**src/rtl/arbiter_pkg.sv**
```systemverilog
// Shared types for the two-master Wishbone arbiter.
// Grant state encoding and default bus widths.
package arbiter_pkg;

  localparam int DEF_DATA_WIDTH = 32;
  localparam int DEF_ADDR_WIDTH = 32;
  localparam int SEL_WIDTH      = 4;

  typedef enum logic [1:0] {
    IDLE   = 2'd0,
    GNT_M0 = 2'd1,
    GNT_M1 = 2'd2
  } grant_e;

endpackage

```
**src/rtl/arb_grant_fsm.sv**
```systemverilog
// Grant state machine for the two-master arbiter.
// Build with ARB_ROUND_ROBIN_EN for alternating tie-breaks.
module arb_grant_fsm
  import arbiter_pkg::*;
(
  input  logic   clk,
  input  logic   rst,
  input  logic   req0,
  input  logic   req1,
  output grant_e grant
);

  grant_e nxt;
  grant_e arb;
  logic   m0_first;

`ifdef ARB_ROUND_ROBIN_EN
  logic last_m1;

  assign m0_first = last_m1;

  // remember which master was granted most recently
  always_ff @(posedge clk) begin
    if (!rst) begin
      last_m1 <= 1'b1;
    end else if (nxt == GNT_M0) begin
      last_m1 <= 1'b0;
    end else if (nxt == GNT_M1) begin
      last_m1 <= 1'b1;
    end
  end
`else
  assign m0_first = 1'b1;
`endif

  // pick a new owner from the current requests
  always_comb begin
    arb = IDLE;
    if (req0 && req1) begin
      arb = m0_first ? GNT_M0 : GNT_M1;
    end else if (req0) begin
      arb = GNT_M0;
    end else if (req1) begin
      arb = GNT_M1;
    end
  end

  // owner keeps the bus until it drops cyc
  always_comb begin
    nxt = IDLE;
    unique case (grant)
      IDLE:    nxt = arb;
      GNT_M0:  nxt = req0 ? GNT_M0 : arb;
      GNT_M1:  nxt = req1 ? GNT_M1 : arb;
      default: nxt = IDLE;
    endcase
  end

  // grant state register
  always_ff @(posedge clk) begin
    if (!rst) begin
      grant <= IDLE;
    end else begin
      grant <= nxt;
    end
  end

endmodule

```
**src/rtl/arbiter_2_masters.sv**
```systemverilog
// Two-master Wishbone arbiter: one slave port shared by m0/m1.
// ARB_ROUND_ROBIN_EN selects alternating tie-breaks (default: m0 wins).
module arbiter_2_masters
  import arbiter_pkg::*;
#(
  parameter int DATA_WIDTH = DEF_DATA_WIDTH,
  parameter int ADDR_WIDTH = DEF_ADDR_WIDTH
) (
  input  logic                  clk,
  input  logic                  rst,

  input  logic                  i_m0_we,
  input  logic                  i_m0_stb,
  input  logic                  i_m0_cyc,
  input  logic [SEL_WIDTH-1:0]  i_m0_sel,
  input  logic [DATA_WIDTH-1:0] i_m0_dat,
  input  logic [ADDR_WIDTH-1:0] i_m0_adr,
  output logic [DATA_WIDTH-1:0] o_m0_dat,
  output logic                  o_m0_ack,
  output logic                  o_m0_int,

  input  logic                  i_m1_we,
  input  logic                  i_m1_stb,
  input  logic                  i_m1_cyc,
  input  logic [SEL_WIDTH-1:0]  i_m1_sel,
  input  logic [DATA_WIDTH-1:0] i_m1_dat,
  input  logic [ADDR_WIDTH-1:0] i_m1_adr,
  output logic [DATA_WIDTH-1:0] o_m1_dat,
  output logic                  o_m1_ack,
  output logic                  o_m1_int,

  output logic                  o_s_we,
  output logic                  o_s_stb,
  output logic                  o_s_cyc,
  output logic [SEL_WIDTH-1:0]  o_s_sel,
  output logic [DATA_WIDTH-1:0] o_s_dat,
  output logic [ADDR_WIDTH-1:0] o_s_adr,
  input  logic [DATA_WIDTH-1:0] i_s_dat,
  input  logic                  i_s_ack,
  input  logic                  i_s_int
);

  grant_e grant;

  arb_grant_fsm u_fsm (
    .clk   (clk),
    .rst   (rst),
    .req0  (i_m0_cyc),
    .req1  (i_m1_cyc),
    .grant (grant)
  );

  assign o_m0_int = i_s_int;
  assign o_m1_int = i_s_int;

  // route the owner's request to the slave and the response back
  always_comb begin
    o_s_we   = 1'b0;
    o_s_stb  = 1'b0;
    o_s_cyc  = 1'b0;
    o_s_sel  = '0;
    o_s_dat  = '0;
    o_s_adr  = '0;
    o_m0_dat = '0;
    o_m0_ack = 1'b0;
    o_m1_dat = '0;
    o_m1_ack = 1'b0;
    unique case (grant)
      GNT_M0: begin
        o_s_we   = i_m0_we;
        o_s_stb  = i_m0_stb;
        o_s_cyc  = i_m0_cyc;
        o_s_sel  = i_m0_sel;
        o_s_dat  = i_m0_dat;
        o_s_adr  = i_m0_adr;
        o_m0_dat = i_s_dat;
        o_m0_ack = i_s_ack;
      end
      GNT_M1: begin
        o_s_we   = i_m1_we;
        o_s_stb  = i_m1_stb;
        o_s_cyc  = i_m1_cyc;
        o_s_sel  = i_m1_sel;
        o_s_dat  = i_m1_dat;
        o_s_adr  = i_m1_adr;
        o_m1_dat = i_s_dat;
        o_m1_ack = i_s_ack;
      end
      default: ;
    endcase
  end

endmodule

```
**config.mk**
```make
export PLATFORM = sky130hd
export DESIGN_NAME = arbiter_2_masters
export DESIGN_NICKNAME = d
export VERILOG_FILES = /design/src/rtl/arbiter_pkg.sv /design/src/rtl/arb_grant_fsm.sv /design/src/rtl/arbiter_2_masters.sv
export SDC_FILE = /design/constraint.sdc
export NUM_CORES = 1
export LEC_CHECK = 0
export CELL_PAD_IN_SITES_DETAIL_PLACEMENT = 2
export CELL_PAD_IN_SITES_GLOBAL_PLACEMENT = 2
export CORE_AREA = 2 2 163 101
export CTS_CLUSTER_DIAMETER = 30
export DETAILED_ROUTE_END_ITERATION = 12
export DIE_AREA = 0 0 165 103
export PLACE_DENSITY_LB_ADDON = 0.2
export RECOVER_POWER = 100
export SLEW_MARGIN = 20
export SYNTH_ARGS = -nofsm -noshare
export SYNTH_HDL_FRONTEND = slang
export SYNTH_HIERARCHICAL = 1
export SYNTH_SLANG_ARGS = --single-unit
```
**constraint.sdc**
```tcl
create_clock -name clk -period 1.3 [get_ports clk]
set_input_delay 0.13 -clock clk [delete_from_list [all_inputs] [get_ports clk]]
set_output_delay 0.13 -clock clk [all_outputs]
set_load 0.02 [all_outputs]
```
==> results of run 1 <==
[logic make-up (layout without fill, tap and decap cells)]
kind of cell	count (synthesis)	in the layout	share of synthesized area (%)
mux	1	1	0.657
flops	2	2	2.63
buf+inv	34	380	14.3
compound gates	72	72	35.3
fa+ha+maj	2	2	1.64
simple gates	139	139	45.4
[Yosys cell counts]
| cell type | number | area (um2) |
|---|---|---|
| a22oi_1 | 71 | 533 |
| and2_1 | 66 | 413 |
| and3_1 | 2 | 12.5 |
| buf_2 | 3 | 15.0 |
| buf_4 | 9 | 67.6 |
| buf_6 | 7 | 78.8 |
| clkbuf_1 | 13 | 48.8 |
| dfxtp_1 | 2 | 40.0 |
| ha_1 | 2 | 25.0 |
| inv_1 | 2 | 7.51 |
| mux2i_1 | 1 | 10.0 |
| nor2_1 | 71 | 267 |
| o21ai_0 | 1 | 5.00 |
[stage by stage]
stage / power [mW] / hold WS [ns] / utilization [%] / area [um2]
6_report: 2.61 / 0.260 / 39.8 / 6250
5_1_grt: 2.75 / 0.260 / 39.8 / 6250
4_1_cts: 2.55 / 0.260 / 38.3 / 6020
3_5_place_dp: 1.61 / 0.260 / 31.5 / 4940
3_3_place_gp: 1.58 / 0.260 / 31.5 / 4940
2_1_floorplan: 0.611 / 0.276 / - / 1520
[metal layers]
layer / GRT usage, % / vias to the layer above / share of wire, % / routed length [um]
met1: 21.5 / 1609 / 40 / 6560
met5: 0 / - / 0 / 0
met2: 33.7 / 137 / 53 / 8810
met3: 4.22 / 2 / 7.1 / 1170
met4: 1.34 / 0 / 0.060 / 10
li1: - / 1570 / - / -
[final timing paths]
check | start | end | slack (ns) | depth (start not counted)
worst max-delay path | u_fsm/grant[0] | o_s_dat[13] | -0.40 | 7
worst min-delay path | i_s_int | o_m0_int | 0.26 | 0
worst max register to register | u_fsm/grant[0] | u_fsm/grant[0] | 0.40 | 3
worst min register to register | u_fsm/grant[1] | u_fsm/grant[1] | 0.76 | 3
[what timing repair did]
action | CTS | global route
resized for setup | 867 | 46
pin swaps | 45 | 23
buffers inserted | 15 | 14
gates cloned | 16 | 1
setup endpoints to repair | 137 | 137
[layout by cell type, fill, tap and decap left out, types with 2 or more instances in the layout]
cell type	n
a22oi_2	67
a22oi_1	4
ha_4	2
inv_2	2
buf_6	74
and3_1	2
and2_4	60
buf_2	3
nor2_1	68
buf_12	15
clkdlybuf4s50_1	176
buf_8	4
buf_16	16
clkbuf_16	4
and2_1	6
nor2_2	3
buf_4	86
[layout make-up]
cell class / instances / area, um2
fill: 1690 / 9470
timing repair buffer: 375 / 4080
multi-input combinational: 214 / 1780
tap: 209 / 262
clock buffer: 3 / 75.1
sequential: 2 / 45.0
inverter: 2 / 7.51
[report_power, final]
| group | total (mW) | switching [mW] | internal [mW] | leakage, nW |
|---|---|---|---|---|
| clock network | 0.468 | 0.0761 | 0.392 | 0.0370 |
| registers | 0.0695 | 0.00478 | 0.0647 | 0.0175 |
| logic | 2.07 | 0.833 | 1.24 | 2.52 |
| total | 2.61 | 0.914 | 1.69 | 2.58 |
==> qor.csv, run 1 <==
metric,value,unit
# setup viols final,137,
Achievable Freq,588,MHz
global-route wire length before repair,22600,um
H-Tree Level Count,1,
number of global-route vias before repair,3604,
HP Class,in -> out,
crit path capture type,output port,
flip-flop count of the largest register after layout,2,
Tmin final,1.70,ns
WL final,16600,um
Hold Buf Count CTS,0,
area delta synth->final,311,%
die area,17000,um2
Slew HR,85.9,%
DRC,0,
Clock Tree Root,clkbuf_16,
library cells used by synthesis,13,
GRT Total Usage,17.8,%
IO Count,317,
Lkg Pwr,2.58,nW
Tcrit/Tclk final,131,%
Max VDD drop,0.323,mV
First-pass DRT Iterations,4,
initial DRC count,39,
antenna cells,0,
Worst setup SP type,flip-flop,
Wirelength per Cell,20.6,um
Vert. Die Dim,103,um
antenna-violating nets left,0,
clock-pin slew on the worst setup and hold paths,0.03,ns
largest registers,u_fsm/grant: 2 flops,
IO buf count,313,
Yosys reg bits,2,
Finished Layout Cells,805,
endpoints failing hold,0,
Gate Count Post-Synth,250,
Final TNS setup,-42.90,ns
core area,15700,um2
slowest CP cell,dfxtp_2,
"Seq/Total Area, Yosys",2.63,%
Place WS,-0.622,ns
Inserted Clock Buffers,3,
gr ovfl total,0,
failing checks,setup timing,
final setup margin,-0.400,ns
fin. max-slew vios,0,
cell family with most CP delay,buffers and inverters,
Worst Path Required,1.17,ns
CTS tree,done,
Crit path buffers/inverters,4,
Slew @ Worst Pin,0.209,ns
largest net degree at the start of global routing,23,
clock sinks,2,
skew final,0.00407,ns
crit-path cells,"inv_2, ha_4, buf_12, buf_16, a22oi_2, nor2_1, buf_4",
Via density,4.12,
status,"complete, but fails checks",
Starting Density,9.69,%
die width,165,um
cell area after synthesis,1520,um2
initial antenna violation count,0,
synthesized area per cell,6.09,um2
Top reg by flops,u_fsm/grant,
placed insts,757,
Nets,778,
worst-path fanout max,7,
clk_lat worst skew,0.22,ns
hpwl dp,10800,um
Pwr Density,417,nW/um2
Final GP Congestion,0.781,
max_cap viols,0,
Crit Path Category,reg -> out,
RSZ-0062 raised after global routing,true,
delay of the slowest critical-path stage,0.33,ns
clk buf depth,2,
share of cells above drive strength 1,56.7,%
Yosys Warn Count,6,
critical path arrival,1.57,ns
vias after detailed routing,3318,
num rows,36,
Mapped Nets,430,
(Power assumes the default switching activity.)
==> run 2, diff against run 1 <==
--- a/config.mk
+++ b/config.mk
@@ -13,6 +13,7 @@
 export DIE_AREA = 0 0 165 103
 export PLACE_DENSITY_LB_ADDON = 0.2
 export RECOVER_POWER = 100
+export REMOVE_ABC_BUFFERS = 1
 export SLEW_MARGIN = 20
 export SYNTH_ARGS = -nofsm -noshare
 export SYNTH_HDL_FRONTEND = slang
==> run 2 against run 1 <==
The flow still finishes with violations (setup timing). Worst setup slack gained 0.027 ns. Via count shrank 1.5%. Routed wire length shrank 5.8%. Hold slack is essentially flat. Critical endpoint is now o_s_dat[25]. Maximum frequency grew 1.6%.
==> qor.csv, run 2 (same netlist as run 1, synthesis figures left out) <==
metric,value,unit,change
status,"complete, but fails checks",,unchanged
failing checks,setup timing,,unchanged
Via density,4.20,,was 4.12
share of cells above drive strength 1,45.4,%,was 56.7%
hold endpoint,o_m0_int,,unchanged
fraction of power spent switching nets,35.6,%,was 35.0%
antenna cells,0,,unchanged
cell family with most CP delay,buffers and inverters,,unchanged
slowest CP cell,dfxtp_4,,was dfxtp_2
Logic pwr share,77.1,%,was 79.4%
R2R Path Start,u_fsm/grant[1],,was u_fsm/grant[0]
crit-path cells,"inv_4, ha_4, buf_12, clkbuf_16, a22oi_2, nor2_1, buf_2",,"was inv_2, ha_4, buf_12, buf_16, a22oi_2, nor2_1, buf_4"
sequential power share,3.1,%,was 2.7%
GRT Total Usage,14.4,%,was 17.8%
HP Class,in -> out,,unchanged
hpwl dp,11000,um,was 10800 um
Inserted Clock Buffers,3,,unchanged
clk_lat worst skew,0.22,ns,about the same
Max VDD drop,0.261,mV,was 0.323 mV
Sw Pwr,0.820,mW,was 0.914 mW
CTS tree,done,,unchanged
Nets,752,,was 778
WL final,15600,um,was 16600 um
clock sinks,2,,unchanged
Wirelength per Cell,20.0,um,was 20.6 um
Tcrit/Tclk final,129,%,was 131%
hold depth,0,,unchanged
final setup margin,-0.373,ns,was -0.400 ns
DRC,0,,unchanged
reg2reg end,u_fsm/grant[0],,unchanged
cells on worst reg2reg path,4,,was 3
Pwr Total,2.30,mW,was 2.61 mW
Worst Path Required,1.17,ns,about the same
RSZ-0062 raised after global routing,true,,unchanged
"commonest cells after routing, fill and taps aside","176 x clkdlybuf4s50_1, 74 x buf_4, 71 x nor2_1",,"was 176 x clkdlybuf4s50_1, 86 x buf_4, 74 x buf_6"
WL met1,6160,um,was 6560 um
max_cap viols,0,,unchanged
Slew HR,82.8,%,was 85.9%
met2 WL,8070,um,was 8810 um
global-route wire length before repair,19000,um,was 22600 um
die width,165,um,unchanged
largest net degree at the start of global routing,36,,was 23
gr ovfl total,0,,unchanged
clock-pin slew on the worst setup and hold paths,0.03,ns,about the same
Slew @ Worst Pin,0.255,ns,was 0.209 ns
core area,15700,um2,unchanged
clk buf depth,2,,unchanged
delay of the slowest critical-path stage,0.37,ns,was 0.33 ns
Starting Density,9.69,%,unchanged
antenna-violating nets left,0,,unchanged
internal power,1.48,mW,was 1.69 mW
die area,17000,um2,unchanged
worst-path fanout max,7,,unchanged
# setup viols final,137,,unchanged
Clock Tree Root,clkbuf_16,,unchanged
Fin Hold WS,0.260,ns,about the same
Pwr Density,419,nW/um2,was 417 nW/um2
num rows,36,,unchanged
Hold Path Origin,i_s_int,,unchanged
Crit Path Category,reg -> out,,unchanged
Hold Buf Count CTS,0,,unchanged
initial DRC count,70,,was 39
initial antenna violation count,0,,unchanged
crit path capture type,output port,,unchanged
flip-flop count of the largest register after layout,2,,unchanged
Worst setup SP type,flip-flop,,unchanged
vias after detailed routing,3269,,was 3318
endpoints failing hold,0,,unchanged
Crit path buffers/inverters,4,,unchanged
number of global-route vias before repair,3312,,was 3604
DR WL met3,1290,um,was 1170 um
Tmin final,1.67,ns,was 1.70 ns
Top reg by flops,u_fsm/grant,,unchanged
cell area after layout,5490,um2,was 6250 um2
area delta synth->final,261,%,was 311%
critical path arrival,1.54,ns,was 1.57 ns
clock network power share,19.9,%,was 17.9%
sequential cell area,47.5,um2,was 45.0 um2
multi-input logic area,1590,um2,was 1780 um2
Final Util,34.9,%,was 39.8%
Final GP Congestion,0.715,,was 0.781
IO buf count,313,,unchanged
skew final,0.00151,ns,was 0.00407 ns
fill count,1774,,was 1690
fin. max-slew vios,0,,unchanged
First-pass DRT Iterations,4,,unchanged
IO Count,317,,unchanged
Lkg Pwr,2.29,nW,was 2.58 nW
Max Used Layer,met4,,unchanged
Place WS,-0.592,ns,was -0.622 ns
H-Tree Level Count,1,,unchanged
largest registers,u_fsm/grant: 2 flops,,unchanged
Reg2Reg Setup Slack,0.29,ns,was 0.40 ns
Vert. Die Dim,103,um,unchanged
area post-placement,4940,um2,about the same
"commonest non-fill, non-tap cell in the layout",clkdlybuf4s50_1,,unchanged
Achievable Freq,598,MHz,was 588 MHz
[run 2: metrics by stage]
step	setup TNS [ns]	std cells
after floorplan	-181.12	218
after global placement	-63.21	754
after detailed placement	-67.12	754
after CTS	-38.17	762
after global routing	-42.88	779
final	-35.67	779
[run 2: how the worst max path moves through the flow]
stage,start,end,slack [ns],cells after the start
finish,u_fsm/grant[0],o_s_dat[25],-0.37,7
global route,u_fsm/grant[0],o_s_dat[25],-0.41,7
CTS,u_fsm/grant[0],o_s_adr[16],-0.42,6
detailed placement,u_fsm/grant[0],o_s_dat[31],-0.59,6
global placement,u_fsm/grant[0],o_s_sel[0],-0.54,6
floorplan,u_fsm/grant[1],o_s_dat[30],-1.44,4
[run 2: metal layers]
metal / vias to the layer above / track usage [%]
li1: 1513 / -
met1: 1585 / 16.2
met2: 163 / 28.1
met3: 8 / 4.02
met4: 0 / 1.54
met5: - / 0
[run 2: power groups by stage]
| stage | logic [mW] | clock network (mW) | registers, mW |
|---|---|---|---|
| CTS | 1.50 | 0.471 | 0.0696 |
| floorplan | 0.483 | 0 | 0.0687 |
| global placement | 1.51 | 0 | 0.0701 |
| detailed placement | 1.53 | 0 | 0.0703 |
| finish | 1.77 | 0.458 | 0.0703 |
| global route | 1.89 | 0.479 | 0.0706 |
[run 2: layout make-up]
| class | count | share of cell area [%] |
|---|---|---|
| inverters | 2 | 0.228 |
| repair buffers | 349 | 63.8 |
| multi-input cells | 214 | 29.0 |
| flip-flops and latches | 2 | 0.866 |
| clock buffers | 3 | 1.37 |
| well taps | 209 | 4.76 |
[run 2: timing repair]
action,CTS,global route
resized for setup,492,278
endpoints found under the hold margin,0,0
endpoints found under the setup margin,137,137
buffers inserted,2,6
pin swaps,1,14
cloned,3,12
